## config.mk

```make
export PLATFORM = sky130hd
export DESIGN_NAME = wb_retire_queue
export DESIGN_NICKNAME = d
export VERILOG_FILES = /design/src/rtl/wb_retire_queue.sv
export SDC_FILE = /design/constraint.sdc
export NUM_CORES = 1
export LEC_CHECK = 0
export CAP_MARGIN = 20
export CORE_ASPECT_RATIO = 1.4
export CORE_MARGIN = 3
export CORE_UTILIZATION = 30
export DETAILED_ROUTE_END_ITERATION = 12
export GPL_TIMING_DRIVEN = 1
export HOLD_SLACK_MARGIN = 0.1
export PLACE_DENSITY = 0.59
export SLEW_MARGIN = 20
export SYNTH_ARGS = -nofsm -noshare
export SYNTH_HDL_FRONTEND = slang
export SYNTH_SLANG_ARGS = --single-unit
```

## constraint.sdc

```tcl
create_clock -name clk -period 22.9 [get_ports clk]
set_clock_uncertainty 0.15 [all_clocks]
set_input_delay 6.87 -clock clk [delete_from_list [all_inputs] [get_ports clk]]
set_output_delay 6.87 -clock clk [all_outputs]
set_load 0.005 [all_outputs]
```

## src/rtl/wb_retire_queue.sv

```systemverilog
// Writeback retire queue: buffers completed EX results in order, drives the
// shared register/segment writeback bus from the head entry and tracks
// PTC-id retire order with a sticky error flag.
module wb_retire_queue #(
    parameter int unsigned DEPTH = 2,
    parameter int unsigned PTCW  = 7
) (
    input  logic                     clk,
    input  logic                     clr,
    input  logic                     valid_in,
    output logic                     ready_out,
    input  logic [63:0]              res_data1,
    input  logic [63:0]              res_data2,
    input  logic [63:0]              res_data3,
    input  logic [63:0]              res_data4,
    input  logic [2:0]               res_addr1,
    input  logic [2:0]               res_addr2,
    input  logic [2:0]               res_addr3,
    input  logic [2:0]               res_addr4,
    input  logic [3:0]               res_regld,
    input  logic [15:0]              res_segdata1,
    input  logic [15:0]              res_segdata2,
    input  logic [15:0]              res_segdata3,
    input  logic [15:0]              res_segdata4,
    input  logic [2:0]               res_segaddr1,
    input  logic [2:0]               res_segaddr2,
    input  logic [2:0]               res_segaddr3,
    input  logic [2:0]               res_segaddr4,
    input  logic [3:0]               res_segld,
    input  logic [1:0]               res_opsize,
    input  logic [PTCW-1:0]          res_ptcid,
    input  logic                     res_ie,
    input  logic                     wb_hold,
    input  logic                     flush,
    input  logic [PTCW-1:0]          flush_ptcid,
    output logic [63:0]              wb_data1,
    output logic [63:0]              wb_data2,
    output logic [63:0]              wb_data3,
    output logic [63:0]              wb_data4,
    output logic [2:0]               wb_addr1,
    output logic [2:0]               wb_addr2,
    output logic [2:0]               wb_addr3,
    output logic [2:0]               wb_addr4,
    output logic [15:0]              wb_segdata1,
    output logic [15:0]              wb_segdata2,
    output logic [15:0]              wb_segdata3,
    output logic [15:0]              wb_segdata4,
    output logic [2:0]               wb_segaddr1,
    output logic [2:0]               wb_segaddr2,
    output logic [2:0]               wb_segaddr3,
    output logic [2:0]               wb_segaddr4,
    output logic [1:0]               wb_opsize,
    output logic [PTCW-1:0]          wb_inst_ptcid,
    output logic [3:0]               wb_regld,
    output logic [3:0]               wb_segld,
    output logic                     wb_valid,
    output logic                     wb_exc,
    output logic                     ptc_order_err,
    output logic [$clog2(DEPTH):0]   count
);

    localparam int unsigned AW = $clog2(DEPTH);

    typedef struct packed {
        logic [3:0][63:0] data;
        logic [3:0][2:0]  addr;
        logic [3:0][15:0] segdata;
        logic [3:0][2:0]  segaddr;
        logic [3:0]       regld;
        logic [3:0]       segld;
        logic [1:0]       opsize;
        logic [PTCW-1:0]  ptcid;
        logic             ie;
    } entry_t;

    // Storage is deliberately not reset; only pointers and flags are.
    entry_t          mem [DEPTH];
    entry_t          wr_entry;
    entry_t          head;

    logic [AW-1:0]   rd_ptr_q, rd_ptr_d;
    logic [AW-1:0]   wr_ptr_q, wr_ptr_d;
    logic [AW:0]     count_q, count_d;
    logic [PTCW-1:0] exp_ptcid_q, exp_ptcid_d;
    logic            err_q, err_d;

    logic            full, empty, push, pop;

    assign full  = (count_q == (AW+1)'(DEPTH));
    assign empty = (count_q == '0);
    assign push  = valid_in & ready_out;
    assign pop   = wb_valid;

    // Pack incoming results; an excepting instruction must not write any state.
    always_comb begin
        wr_entry.data    = {res_data4, res_data3, res_data2, res_data1};
        wr_entry.addr    = {res_addr4, res_addr3, res_addr2, res_addr1};
        wr_entry.segdata = {res_segdata4, res_segdata3, res_segdata2, res_segdata1};
        wr_entry.segaddr = {res_segaddr4, res_segaddr3, res_segaddr2, res_segaddr1};
        wr_entry.regld   = res_ie ? 4'b0000 : res_regld;
        wr_entry.segld   = res_ie ? 4'b0000 : res_segld;
        wr_entry.opsize  = res_opsize;
        wr_entry.ptcid   = res_ptcid;
        wr_entry.ie      = res_ie;
    end

    // Entry write; harmless during flush/reset since the pointers are cleared.
    always_ff @(posedge clk) begin
        if (push) begin
            mem[wr_ptr_q] <= wr_entry;
        end
    end

    // Next-state for pointers, occupancy, expected PTC id and order flag.
    always_comb begin
        rd_ptr_d    = rd_ptr_q;
        wr_ptr_d    = wr_ptr_q;
        count_d     = count_q;
        exp_ptcid_d = exp_ptcid_q;
        err_d       = err_q;
        if (wb_valid && (head.ptcid != exp_ptcid_q)) begin
            err_d = 1'b1;
        end
        if (flush) begin
            rd_ptr_d    = '0;
            wr_ptr_d    = '0;
            count_d     = '0;
            exp_ptcid_d = flush_ptcid;
        end else begin
            if (push) begin
                wr_ptr_d = wr_ptr_q + AW'(1);
            end
            if (pop) begin
                rd_ptr_d    = rd_ptr_q + AW'(1);
                exp_ptcid_d = exp_ptcid_q + PTCW'(1);
            end
            count_d = count_q + (AW+1)'(push) - (AW+1)'(pop);
        end
    end

    // State register with synchronous active-low reset.
    always_ff @(posedge clk) begin
        if (!clr) begin
            rd_ptr_q    <= '0;
            wr_ptr_q    <= '0;
            count_q     <= '0;
            exp_ptcid_q <= '0;
            err_q       <= 1'b0;
        end else begin
            rd_ptr_q    <= rd_ptr_d;
            wr_ptr_q    <= wr_ptr_d;
            count_q     <= count_d;
            exp_ptcid_q <= exp_ptcid_d;
            err_q       <= err_d;
        end
    end

    // Head entry drives the writeback bus; load enables gated by retire.
    always_comb begin
        head          = mem[rd_ptr_q];
        ready_out     = ~full;
        wb_valid      = ~empty & ~wb_hold;
        wb_data1      = head.data[0];
        wb_data2      = head.data[1];
        wb_data3      = head.data[2];
        wb_data4      = head.data[3];
        wb_addr1      = head.addr[0];
        wb_addr2      = head.addr[1];
        wb_addr3      = head.addr[2];
        wb_addr4      = head.addr[3];
        wb_segdata1   = head.segdata[0];
        wb_segdata2   = head.segdata[1];
        wb_segdata3   = head.segdata[2];
        wb_segdata4   = head.segdata[3];
        wb_segaddr1   = head.segaddr[0];
        wb_segaddr2   = head.segaddr[1];
        wb_segaddr3   = head.segaddr[2];
        wb_segaddr4   = head.segaddr[3];
        wb_opsize     = head.opsize;
        wb_inst_ptcid = head.ptcid;
        wb_regld      = head.regld & {4{wb_valid}};
        wb_segld      = head.segld & {4{wb_valid}};
        wb_exc        = wb_valid & head.ie;
        ptc_order_err = err_q;
        count         = count_q;
    end

endmodule

```

==> impl_metrics.yaml <==
floorplanning:
  coreArea_sq_um: 88400
  top_level_ports: 741
  fp.dieH_microns: 360
  start_util_pct: 30.3
  die-width_microns: 259
  fp.dieArea_sq_um: 93000
  std_cell_rows: 129
global_routing:
  track_usage_pct: 13.7
  grt_first_pass_wirelength_microns: 96200
  grt_max_degree: 165
  antenna_found_initial: 11
  overflow: 0
  grt_pass1_vias: 15200
status:
  status: "finished clean"
synth:
  synth_area_leader_cell: "edfxtp_1"
  yosysMostFrequentCell: "edfxtp_1"
  synth_cells: 1220
  syn-cell-area_sq_um: 26800
  synth_cell_type_count: 26
  synth_common_cells: "edfxtp_1, mux2_2, buf_2"
  synth-edff-count: 724
  synth_top_cell_area_share_pct: 81.1
  yosys_warnings: 0
  syn_avg_cell_area_sq_um: 22.0
  synthArstFlopShare_pct: 0
  seq_area_frac_synth_pct: 82.1
  ys_seq_elements: 737
  synth-main-ff-cell: "edfxtp_1"
  synth_fp_nets: 1597
  synth.area.top_cells: "edfxtp_1, mux2_2, dfxtp_1, buf_2, mux2i_1"
clock_network:
  htreeDepth: 3
  clock-sinks: 737
  cts_setup_buffers: 0
  cts_buffer_depth: 3
  insertion_delay_ns: 0.64
  cts_tree: "built"
  clk_pin_slew_worst_paths_ns: 0.06
  cts_root_buf: "clkbuf_16"
  cts_inserted_buffers: 74
  cts_hold_repair.buffers: 0
  cts_resized: 0
routing:
  drtIter0Drc: 668
  dr_wl_met2_microns: 32900
  wl_per_cell_microns: 20.3
  m1WireLength_microns: 23200
  antenna_left: 0
  totalWireLength_microns: 66000
  routed-via-count: 14100
  drc: 0
  first_pass_iters: 6
  highest_layer: "met5"
  met3_length_microns: 7880
  viasPerCell: 4.34
critical_path:
  cp_slowest_cell: "clkdlybuf4s50_1"
  cp.arrival_ns: 8.33
  rr_startpoint: "count[0]"
  worst-path-max-fanout: 11
  end_kind: "output port"
  path_cells: "clkdlybuf4s50_1 -> o21bai_2 -> inv_2 -> clkdlybuf4s50_1"
  startpoint_type: "primary input"
  path_common_cell: "clkdlybuf4s50_1"
  rrSetupSlack_ns: 18.52
  worst-path-buf-inv: 3
  critPathLaunch: "wb_hold"
  criticalPathCategory: "in -> out"
  cpLargestDelayFamily: "buffers and inverters"
  cp_slowest_stage_delay_ns: 0.55
  cp.required_ns: 15.88
timing:
  period_share_pct: 67.0
  period_needed_ns: 15.35
  fin_ws_ns: 7.55
  max_slew_margin_pct: 28.8
  setup_viol: 0
  clock.fmax_mhz: 65.1
  rsz0062_at_grt: "no"
  setup-tns-final_ns: 0
  hold_violations: 0
  maxSlewViolCount: 0
  whs_ns: 0.368
  tightest_slew_ns: 1.07
power:
  p_switching_uw: 633
  ir_drop_mv: 0.0746
  sw_frac_of_total_pct: 20.8
  p_clk_share_pct: 38.4
  comb_power_share_pct: 9.7
  finalPower_mw: 3.04
  p_leak_nw: 12.5
  power_density_nw_per_um2: 80.0
  p_int_mw: 2.40
  seqPwrFrac_pct: 51.8
placed_design:
  post_dp_cell_area_sq_um: 35600
  gp_congestion: 0.819
  hpwl_microns: 45600
  dp_slack_ns: 7.56
  dp.cells: 3109
  numPortBuffers: 740
finish:
  postLayoutCellArea_sq_um: 38000
  final_layout_size_suffix_gt1_share_pct: 23.0
  final_core_util_pct: 42.9
  area_growth_pct: 41.7
  nets: 2383
  fin_cells: 3247
worst_hold_path:
  hold_start: "rd_ptr_q"
  hp-class: "reg -> reg"
flow_run:
  maxCapViolations: 0
routing by layer:
| metal | GRT usage, % | up-vias |
|---|---|---|
| li1 | - | 6427 |
| met1 | 14.4 | 6942 |
| met2 | 23.3 | 614 |
| met3 | 6.79 | 114 |
| met4 | 5.94 | 6 |
| met5 | 0 | - |
power by group through the flow:
| stage | Sequential, mW | Clock (mW) | Combinational, mW |
|---|---|---|---|
| final | 1.57 | 1.17 | 0.295 |
| after global routing | 1.58 | 1.26 | 0.316 |
| after CTS | 1.57 | 1.21 | 0.302 |
| after detailed placement | 1.60 | 0 | 0.299 |
| after global placement | 1.60 | 0 | 0.297 |
| after floorplan | 1.62 | 0 | 0.0922 |
cell type report:
cell class | count | area (sq um)
diodes | 8 | 20.0
inverters | 3 | 11.3
fillers | 7850 | 50500
flip-flops and latches | 737 | 22000
clock inverters | 42 | 420
multi-input cells | 438 | 4580
clock buffers | 88 | 1930
repair buffers | 752 | 7530
well taps | 1179 | 1480
worst register-to-register path, stage by stage, from the launching register on:
cell and delay [ns]:
dfxtp_1 0.39, nand2b_1 0.17, nand2_1 0.15, nor2_4 0.37, buf_4 0.87, buf_4 0.86, buf_4 0.92
worst paths after layout:
path	end	depth (start not counted)
worst min register to register	rd_ptr_q	2
worst max-delay path	wb_valid	4
worst min-delay path	rd_ptr_q	2
worst max register to register	mem[0][71]	6
kinds of logic after synthesis:
family | share of synthesized area, %
AOI/OAI and AO/OA | 0.303
DFF | 82.1
and+or+nand+nor | 0.808
muxes | 15.2
xor gates and xnor gates | 0.556
adders and majority gates | 0.140
buffers and inverters | 0.854
cells in the final DEF, fill, tap and decap left out, types with 3 or more instances in the layout:
cell type        instances
clkinv_1                13
nor2_1                  13
xnor2_1                  6
nand2_1                  7
dfxtp_1                 12
clkbuf_1                13
mux2_4                   3
clkinv_2                15
edfxtp_1               724
mux2_2                 350
nand2b_1                 4
inv_6                    4
xor2_1                  11
diode_2                  8
o211a_1                  3
nor2b_1                  8
and3_1                   3
mux2i_1                 10
a21oi_1                  3
bufinv_16                5
o21ai_0                  5
ha_1                     3
clkdlybuf4s50_1        740
clkbuf_16               75
buf_4                    9
state kept, by name (all words and copies together) (netlist names), named ones only:
register       cells
ptc_order_err      1
count              2
rd_ptr_q           1
wr_ptr_q           1
mem              724
exp_ptcid_q        7
Note: power is estimated with default switching activity, not from simulation.
